$ cat config.mk
export PLATFORM = sky130hd
export DESIGN_NAME = dqpsk_symbol_demod
export DESIGN_NICKNAME = d
export VERILOG_FILES = /design/src/rtl/dqpsk_pkg.sv /design/src/rtl/sym_fifo.sv /design/src/rtl/dqpsk_symbol_demod.sv
export SDC_FILE = /design/constraint.sdc
export NUM_CORES = 1
export LEC_CHECK = 0
export ABC_AREA = 1
export CELL_PAD_IN_SITES_DETAIL_PLACEMENT = 1
export CELL_PAD_IN_SITES_GLOBAL_PLACEMENT = 1
export CORE_UTILIZATION = 28
export DETAILED_ROUTE_END_ITERATION = 10
export MAX_ROUTING_LAYER = met4
export PLACE_DENSITY = 0.73
export SLEW_MARGIN = 40
export SYNTH_ARGS = -nofsm -noshare
export SYNTH_HDL_FRONTEND = slang
export SYNTH_SLANG_ARGS = --single-unit
$ cat constraint.sdc
create_clock -name aclk -period 1.8 [get_ports aclk]
set_input_delay 0.36 -clock aclk [delete_from_list [all_inputs] [get_ports aclk]]
set_output_delay 0.36 -clock aclk [all_outputs]
set_load 0.01 [all_outputs]
$ cat src/rtl/dqpsk_pkg.sv
// Shared DQPSK types and constants: quadrant/dibit encodings and the Gray map.
// Also used by the transmit differential encoder.
package dqpsk_pkg;

  typedef logic [1:0] quad_t;
  typedef logic [1:0] dibit_t;

  // Quadrant encoding, named by the sign of {I, Q} (P = non-negative, N = negative)
  localparam quad_t QUAD_PP = 2'd0;
  localparam quad_t QUAD_NP = 2'd1;
  localparam quad_t QUAD_NN = 2'd2;
  localparam quad_t QUAD_PN = 2'd3;

  localparam dibit_t GRAY_D0 = 2'b00;
  localparam dibit_t GRAY_D1 = 2'b01;
  localparam dibit_t GRAY_D2 = 2'b11;
  localparam dibit_t GRAY_D3 = 2'b10;

  function automatic dibit_t gray_map(input logic [1:0] d);
    dibit_t g;
    g = GRAY_D0;
    unique case (d)
      2'd0: g = GRAY_D0;
      2'd1: g = GRAY_D1;
      2'd2: g = GRAY_D2;
      2'd3: g = GRAY_D3;
    endcase
    return g;
  endfunction

  function automatic quad_t slice_quad(input logic i_neg, input logic q_neg);
    quad_t q;
    q = QUAD_PP;
    unique case ({q_neg, i_neg})
      2'b00: q = QUAD_PP;
      2'b01: q = QUAD_NP;
      2'b11: q = QUAD_NN;
      2'b10: q = QUAD_PN;
    endcase
    return q;
  endfunction

endpackage

$ cat src/rtl/sym_fifo.sv
// Synchronous FIFO with push/pop/full/empty; a push while full succeeds only
// when a pop happens in the same cycle (pop then push).
module sym_fifo #(
  parameter int unsigned WIDTH = 2,
  parameter int unsigned DEPTH = 4
) (
  input  logic             clk,
  input  logic             rst,
  input  logic             push,
  input  logic [WIDTH-1:0] wdata,
  input  logic             pop,
  output logic [WIDTH-1:0] rdata,
  output logic             full,
  output logic             empty
);

  localparam int unsigned AW = $clog2(DEPTH);

  logic [WIDTH-1:0] mem_q [DEPTH];
  logic [AW-1:0]    wr_ptr_q, rd_ptr_q;
  logic [AW:0]      count_q;
  logic             do_push, do_pop;

  assign full    = (count_q == (AW+1)'(DEPTH));
  assign empty   = (count_q == '0);
  assign do_pop  = pop && !empty;
  assign do_push = push && (!full || do_pop);
  assign rdata   = mem_q[rd_ptr_q];

  always_ff @(posedge clk or posedge rst) begin
    if (rst) begin
      for (int i = 0; i < int'(DEPTH); i++) mem_q[i] <= '0;
      wr_ptr_q <= '0;
      rd_ptr_q <= '0;
      count_q  <= '0;
    end else begin
      if (do_push) begin
        mem_q[wr_ptr_q] <= wdata;
        wr_ptr_q        <= wr_ptr_q + AW'(1);
      end
      if (do_pop) rd_ptr_q <= rd_ptr_q + AW'(1);
      if (do_push && !do_pop)      count_q <= count_q + (AW+1)'(1);
      else if (do_pop && !do_push) count_q <= count_q - (AW+1)'(1);
    end
  end

endmodule

$ cat src/rtl/dqpsk_symbol_demod.sv
// DQPSK symbol demodulator: decimate, hard-slice, differentially decode, buffer.
// DQPSK_DIFF_DECODE_EN selects differential decode; undefined gives coherent QPSK.
module dqpsk_symbol_demod
  import dqpsk_pkg::*;
#(
  parameter int unsigned DATA_W     = 24,
  parameter int unsigned SPS        = 100,
  parameter int unsigned PHASE      = 50,
  parameter int unsigned FIFO_DEPTH = 4
) (
  input  logic              aclk,
  input  logic              rst,
  input  logic [2*DATA_W-1:0] s_axis_data_tdata,
  input  logic              s_axis_data_tvalid,
  input  logic              sym_align,
  output logic [1:0]        m_axis_data_tdata,
  output logic              m_axis_data_tvalid,
  input  logic              m_axis_data_tready,
  output logic              overflow
);

  localparam int unsigned CNT_W = (SPS > 1) ? $clog2(SPS) : 1;

  logic [CNT_W-1:0] phase_q, phase_d, beat_idx;
  logic             decide;
  quad_t            quad_now, q_q;
  logic             stb_q;
  dibit_t           dibit;
  logic             fifo_full, fifo_empty, fifo_pop;
  logic             overflow_q;
  logic             unused_bits;

  // Only the sign bits feed the slicer
  assign unused_bits = ^{s_axis_data_tdata[2*DATA_W-2:DATA_W], s_axis_data_tdata[DATA_W-2:0]};

  // An aligned beat counts as index 0, so the counter resumes from 1
  always_comb begin
    beat_idx = sym_align ? '0 : phase_q;
    phase_d  = phase_q;
    if (s_axis_data_tvalid) begin
      phase_d = (beat_idx == CNT_W'(SPS - 1)) ? '0 : beat_idx + CNT_W'(1);
    end else if (sym_align) begin
      phase_d = '0;
    end
  end

  assign decide   = s_axis_data_tvalid && (beat_idx == CNT_W'(PHASE));
  assign quad_now = slice_quad(s_axis_data_tdata[DATA_W-1], s_axis_data_tdata[2*DATA_W-1]);

  always_ff @(posedge aclk or posedge rst) begin
    if (rst) begin
      phase_q <= '0;
      q_q     <= QUAD_PP;
      stb_q   <= 1'b0;
    end else begin
      phase_q <= phase_d;
      stb_q   <= decide;
      if (decide) q_q <= quad_now;
    end
  end

`ifdef DQPSK_DIFF_DECODE_EN
  quad_t q_prev_q;
  logic [1:0] delta;

  assign delta = q_q - q_prev_q;
  assign dibit = gray_map(delta);

  // Reference advances even when the dibit itself is dropped
  always_ff @(posedge aclk or posedge rst) begin
    if (rst) begin
      q_prev_q <= QUAD_PP;
    end else if (stb_q) begin
      q_prev_q <= q_q;
    end
  end
`else
  assign dibit = gray_map(q_q);
`endif

  assign fifo_pop           = m_axis_data_tvalid && m_axis_data_tready;
  assign m_axis_data_tvalid = !fifo_empty;
  assign overflow           = overflow_q;

  sym_fifo #(
    .WIDTH (2),
    .DEPTH (FIFO_DEPTH)
  ) u_sym_fifo (
    .clk   (aclk),
    .rst   (rst),
    .push  (stb_q),
    .wdata (dibit),
    .pop   (fifo_pop),
    .rdata (m_axis_data_tdata),
    .full  (fifo_full),
    .empty (fifo_empty)
  );

  always_ff @(posedge aclk or posedge rst) begin
    if (rst) begin
      overflow_q <= 1'b0;
    end else if (stb_q && fifo_full && !m_axis_data_tready) begin
      overflow_q <= 1'b1;
    end
  end

endmodule

==> results of run 1 <==
-- area by class of cell --
cell class,instances,share of cell area [%]
tap,70,4.60
clock buffer,4,2.89
multi-input combinational,112,38.9
timing repair buffer,32,13.9
inverter,26,5.58
sequential,26,34.2
-- metrics by stage --
step | setup TNS (ns) | area (µm²)
2_1_floorplan | 0 | 1480
3_3_place_gp | -0.776 | 1790
3_5_place_dp | -1.07 | 1790
4_1_cts | 0 | 1850
5_1_grt | -0.0498 | 1900
6_report | 0 | 1900
-- layer usage --
metal | GRT usage (%) | part of all wire (%) | vias to the layer above
met1 | 16.0 | 47 | 528
met5 | - | 0 | -
met2 | 22.4 | 51 | 5
met4 | 3.14 | 0.79 | 0
met3 | 1.63 | 0.59 | 2
li1 | - | - | 584
-- critical path, stage by stage, from the launching register on --
cell	delay (ns)
dfrtp_1	0.42
nor2_4	0.15
nand2_1	0.08
nand2_2	0.09
inv_4	0.04
ha_4	0.15
inv_4	0.05
fa_2	0.43
mux2_4	0.27
-- state kept, by name, indices dropped and copies added (netlist names) --
signal / flops
overflow: 1
phase_q: 7
q_q: 2
stb_q: 1
u_sym_fifo.count_q: 3
u_sym_fifo.mem_q: 8
u_sym_fifo.rd_ptr_q: 2
u_sym_fifo.wr_ptr_q: 2
-- cell families (layout without fill, tap and decap cells) --
| family | count (synthesis) | count (layout) | synth area share [%] |
|---|---|---|---|
| muxes | 1 | 1 | 0.765 |
| xor gates and xnor gates | 6 | 6 | 3.57 |
| adders and majority gates | 13 | 13 | 11.6 |
| and+or+nand+nor | 70 | 70 | 24.0 |
| buffers and inverters | 27 | 62 | 7.82 |
| DFF | 26 | 26 | 44.2 |
| AOI/OAI and AO/OA | 22 | 22 | 8.08 |
-- timing repair --
item                       CTS  global route
setup endpoints to repair    4             5
setup buffers                1             4
gates cloned                 0             0
gates resized for setup      6             8
pin swaps                    1             2
-- cells in the final DEF, fill, tap and decap left out, types with 4 or more instances in the layout --
cell type,count
nand2_4,5
o21ai_1,11
nand2_1,35
inv_1,18
nor2_2,4
clkbuf_8,4
dfrtp_1,26
nand3_1,4
xor2_1,4
clkdlybuf4s50_1,6
inv_2,4
ha_1,11
o21ai_0,4
nor2_1,11
buf_4,22
nand2_2,4
-- worst min-delay path by stage --
stage / startpoint / endpoint / depth (start not counted)
3_5_place_dp: u_sym_fifo.mem_q[6]$_DFFE_PP0P_ / u_sym_fifo.mem_q[6]$_DFFE_PP0P_ / 2
2_1_floorplan: rst / overflow$_DFFE_PP0P_ / 1
6_report: rst / phase_q[0]$_DFF_PP0_ / 3
4_1_cts: rst / stb_q$_DFF_PP0_ / 3
3_3_place_gp: overflow$_DFFE_PP0P_ / overflow$_DFFE_PP0P_ / 1
5_1_grt: rst / phase_q[0]$_DFF_PP0_ / 3
-- where the power goes --
| group | internal [mW] | total [mW] | switching (mW) |
|---|---|---|---|
| clock network | 0.195 | 0.372 | 0.177 |
| logic | 0.317 | 0.605 | 0.288 |
| registers | 0.650 | 0.709 | 0.0598 |
| total | 1.16 | 1.69 | 0.525 |
==> flow_metrics.tcl, run 1 <==
set metrics [dict create \
    status "complete, no violations" \
    drt_pass1_iterations 4 \
    synth_top_area_share_pct 44.2 \
    dp_hpwl_um 2420 \
    cts_max_path_buffers 2 \
    wl_per_cell_um 11.2 \
    start_kind "register" \
    synth.yosys.seq_area_share_pct 44.2 \
    grt_pass1_vias 1190 \
    ys_ff_latch 26 \
    syn_nets 231 \
    p_leak_nw 0.993 \
    r2r_end "u_sym_fifo.count_q[1]$_DFFE_PP0P_" \
    io_buffers 10 \
    nets 267 \
    finalSetupViolations 0 \
    fp.dieH_um 74.5 \
    ff_latch_area_um2 651 \
    fin_cells 270 \
    initial_core_util_pct 29.0 \
    hold_class "input port to asynchronous set/reset pin" \
    period_needed_ns 1.79 \
    htree_num_levels 1 \
    drt-total-wl_um 3030 \
    antenna_found_initial 0 \
    yosys-top-cells-area "dfrtp_1 (44%), ha_1 (10%), nand2_1 (9.2%)" \
    worst_pin_slew_ns 0.352 \
    synth_most_common_cell "nand2_1" \
    core_area_mm2 0.00507 \
    grt_max_degree 27 \
    multiInputGateArea_um2 741 \
    period_share_pct 99.7 \
    antenna_left 0 \
    r2r_cells 8 \
    cp-startpoint "u_sym_fifo.count_q[1]$_DFFE_PP0P_" \
    dpl.cell_count 261 \
    numCtsBuffers 3 \
    vias 1119 \
    clock_skew_ns 0.00219 \
    synth.avg_cell_area_um2 8.92 \
    crit_fanout 3 \
    powerDensity_mw_per_mm2 886 \
    layout_setup_ws_ns 0.00628 \
    avgViaCountPerCell 4.14 \
    cts_root_buffer "clkbuf_8" \
    drive_above_1_share_pct 28.0 \
    r2r_slack_ns 0.006 \
    synth_commonest_cells "nand2_1 (36), dfrtp_1 (26), inv_1 (20)" \
    final-hold-violation-count 0 \
    total_power_mw 1.69 \
    rsz0062_at_grt "yes" \
    grt_usage_pct 13.0 \
    drv_cap 0 \
    synth_cell_type_count 26 \
    clock_latency_ns 0.26 \
    hold_buffers 0 \
    end_kind "register" \
    drt-initial-drc-count 34 \
    die_w_um 74.5 \
    synth-main-ff-cell "dfrtp_1" \
    cp.required_ns 1.96 \
    clock-sinks 26 \
    slew_violations 0 \
    grt_pass1_wl_um 5330 \
    synth_area_mm2 0.00147 \
    clk_pin_slew_worst_paths_ns 0.09 \
    peakVddDrop_uv 310 \
    antenna_cells 0 \
    r2r_start "u_sym_fifo.count_q[1]$_DFFE_PP0P_" \
    cts_tree "yes" \
    post-route-util_pct 37.5 \
    critPathCapture "u_sym_fifo.count_q[1]$_DFFE_PP0P_" \
    rows 26 \
    syn_to_final_growth_pct 29.4 \
    crit_arrival_ns 1.95 \
    io_pins 57 \
    fmax_mhz 558 \
    die_area_mm2 0.00555 \
    whs_ns 0.442 \
    synth_area_leader_cell "dfrtp_1" \
    syn_inst 165 \
    slew_headroom_pct 76.5 \
    crit_type "register to register" \
    synth_edf_count 0 \
    overflow 0 \
    ys_async_sr_fraction_pct 100 \
    fillers 615 \
    gp_congestion 0.818 \
    yosys_warnings 0 \
    drc 0 \
    pre_cts_slack_ns -0.428 \
]
(Power assumes the default switching activity.)
==> inputs of run 2 (changes only) <==
--- a/config.mk
+++ b/config.mk
@@ -16,3 +16,4 @@
 export SYNTH_ARGS = -nofsm -noshare
 export SYNTH_HDL_FRONTEND = slang
 export SYNTH_SLANG_ARGS = --single-unit
+export TNS_END_PERCENT = 1
==> flow_metrics.tcl, run 2 (synthesized netlist as in run 1, its figures left out) <==
set metrics [dict create \
    r2r_end "u_sym_fifo.count_q[1]$_DFFE_PP0P_" \
    slew_violations 0 \
    end_kind "register" \
    crit_fanout 3 \
    powerDensity_mw_per_mm2 871 \
    antenna_cells 0 \
    r2r_cells 8 \
    worstPathBufferInverterCount 2 \
    avgViaCountPerCell 4.14 \
    finalSetupViolations 0 \
    io_buffers 10 \
    final.setup.tns_ns 0 \
    p_leak_nw 0.971 \
    grt_usage_pct 12.9 \
    dp_hpwl_um 2420 \
    clk_pin_slew_worst_paths_ns 0.09 \
    die_w_um 74.5 \
    drive_above_1_share_pct 25.1 \
    vias 1098 \
    drv_cap 0 \
    clock-sinks 26 \
    overflow 0 \
    r2r_slack_ns 0.02 \
    wl_per_cell_um 11.3 \
    crit_path_cell_trace "nor2_4 > nand2_1 > nand2_2 > inv_4 > ha_4 > inv_2 > fa_1 > mux2_2" \
    rows 26 \
    crit_slowest_cell "dfrtp_1" \
    grt_pass1_vias 1186 \
    nets 262 \
    peakVddDrop_uv 309 \
    ff_latch_area_um2 651 \
    drt-initial-drc-count 31 \
    hold_class "input port to asynchronous set/reset pin" \
    drc 0 \
    crit_arrival_ns 1.93 \
    final-hold-violation-count 0 \
    antenna_left 0 \
    cts_root_buffer "clkbuf_8" \
    period_share_pct 98.7 \
    fillers 616 \
    cp.required_ns 1.96 \
    grt_max_degree 27 \
    cts_max_path_buffers 2 \
    fmax_mhz 563 \
    start_kind "register" \
    core_area_mm2 0.00507 \
    antenna_found_initial 0 \
    numCtsBuffers 3 \
    grt_pass1_wl_um 5310 \
    critPathTopFamily "adder cells" \
    drt-total-wl_um 2980 \
    die_area_mm2 0.00555 \
    largest_reg_flops 8 \
    regMostFlops "u_sym_fifo.mem_q" \
    period_needed_ns 1.78 \
    worst_pin_slew_ns 0.357 \
    htree_num_levels 1 \
    layout_setup_ws_ns 0.0237 \
    fp.dieH_um 74.5 \
    drt_pass1_iterations 4 \
    whs_ns 0.443 \
    pre_cts_slack_ns -0.428 \
    r2r_start "u_sym_fifo.count_q[0]$_DFFE_PP0P_" \
    gp_congestion 0.818 \
    syn_to_final_growth_pct 26.0 \
    io_pins 57 \
    layout_commonest_cell "nand2_1" \
    crit_type "register to register" \
    post-route-util_pct 36.5 \
    top_regs "u_sym_fifo.mem_q x8, phase_q x7, u_sym_fifo.count_q x3" \
    initial_core_util_pct 29.0 \
    cpPeakStageDelay_ns 0.42 \
    hold_buffers 0 \
    multiInputGateArea_um2 726 \
    clock_skew_ns 0.00231 \
    cts_tree "yes" \
    layout_common_cells "nand2_1 (35), dfrtp_1 (26), inv_1 (18)" \
    status "complete, no violations" \
    slew_headroom_pct 76.1 \
    rsz0062_at_grt "yes" \
    clock_latency_ns 0.26 \
]
-- run 2: final cells by class --
| class | instances | share of cell area (%) |
|---|---|---|
| multi-input cells | 112 | 39.1 |
| flip-flops and latches | 26 | 35.1 |
| repair buffers | 27 | 12.5 |
| inverters | 26 | 5.60 |
| well taps | 70 | 4.72 |
| clock buffers | 4 | 2.97 |
-- run 2: power breakdown --
group / internal [mW] / switching [mW]
combinational: 0.271 / 0.267
sequential: 0.650 / 0.0581
clock: 0.195 / 0.174
-- run 2: per-stage QoR --
stage | cells | power, mW | cell area [µm²]
2_1_floorplan | 165 | 1.00 | 1480
3_3_place_gp | 261 | 1.23 | 1790
3_5_place_dp | 261 | 1.26 | 1790
4_1_cts | 265 | 1.65 | 1850
5_1_grt | 265 | 1.74 | 1850
6_report | 265 | 1.62 | 1850
-- run 2: routing by layer --
| layer | vias to the layer above | GRT usage [%] | wire, µm |
|---|---|---|---|
| met5 | - | - | 0 |
| met4 | 0 | 3.14 | 23 |
| met3 | 2 | 1.63 | 18 |
| met2 | 5 | 22.4 | 1520 |
| met1 | 515 | 15.8 | 1420 |
| li1 | 576 | - | - |
-- run 2: worst min-delay path, stage by stage --
cell	delay [ns]
clkdlybuf4s50_1	0.39
inv_1	0.05
buf_4	0.31
-- run 2: how the worst max path moves through the flow --
stage / from / endpoint / slack [ns] / depth (start not counted)
after floorplan: u_sym_fifo.count_q[0]$_DFFE_PP0P_ / u_sym_fifo.count_q[1]$_DFFE_PP0P_ / 0.003 / 8
after global placement: m_axis_data_tready / u_sym_fifo.count_q[1]$_DFFE_PP0P_ / -0.35 / 9
after detailed placement: m_axis_data_tready / u_sym_fifo.count_q[1]$_DFFE_PP0P_ / -0.43 / 9
after CTS: u_sym_fifo.rd_ptr_q[0]$_DFFE_PP0P_ / m_axis_data_tdata[1] / -0.19 / 4
after global routing: u_sym_fifo.count_q[0]$_DFFE_PP0P_ / u_sym_fifo.count_q[2]$_DFFE_PP0P_ / -0.07 / 10
final: u_sym_fifo.count_q[0]$_DFFE_PP0P_ / u_sym_fifo.count_q[1]$_DFFE_PP0P_ / 0.02 / 8
-- run 2: repair_timing --
item | 4_1_cts | 5_1_grt
endpoints found under the setup margin | 4 | 5
setup buffers | 0 | 0
resized for setup | 4 | 5
pin swaps | 1 | 1
endpoints found under the hold margin | 0 | 0
==> inputs of run 3 (changes only) <==
--- a/config.mk
+++ b/config.mk
@@ -10,6 +10,7 @@
 export CELL_PAD_IN_SITES_GLOBAL_PLACEMENT = 1
 export CORE_UTILIZATION = 28
 export DETAILED_ROUTE_END_ITERATION = 10
+export HOLD_SLACK_MARGIN = 0.08
 export MAX_ROUTING_LAYER = met4
 export PLACE_DENSITY = 0.73
 export SLEW_MARGIN = 40
==> results of run 3 <==
Same layout as run 2: the final DEF is identical, and so are final timing and power.
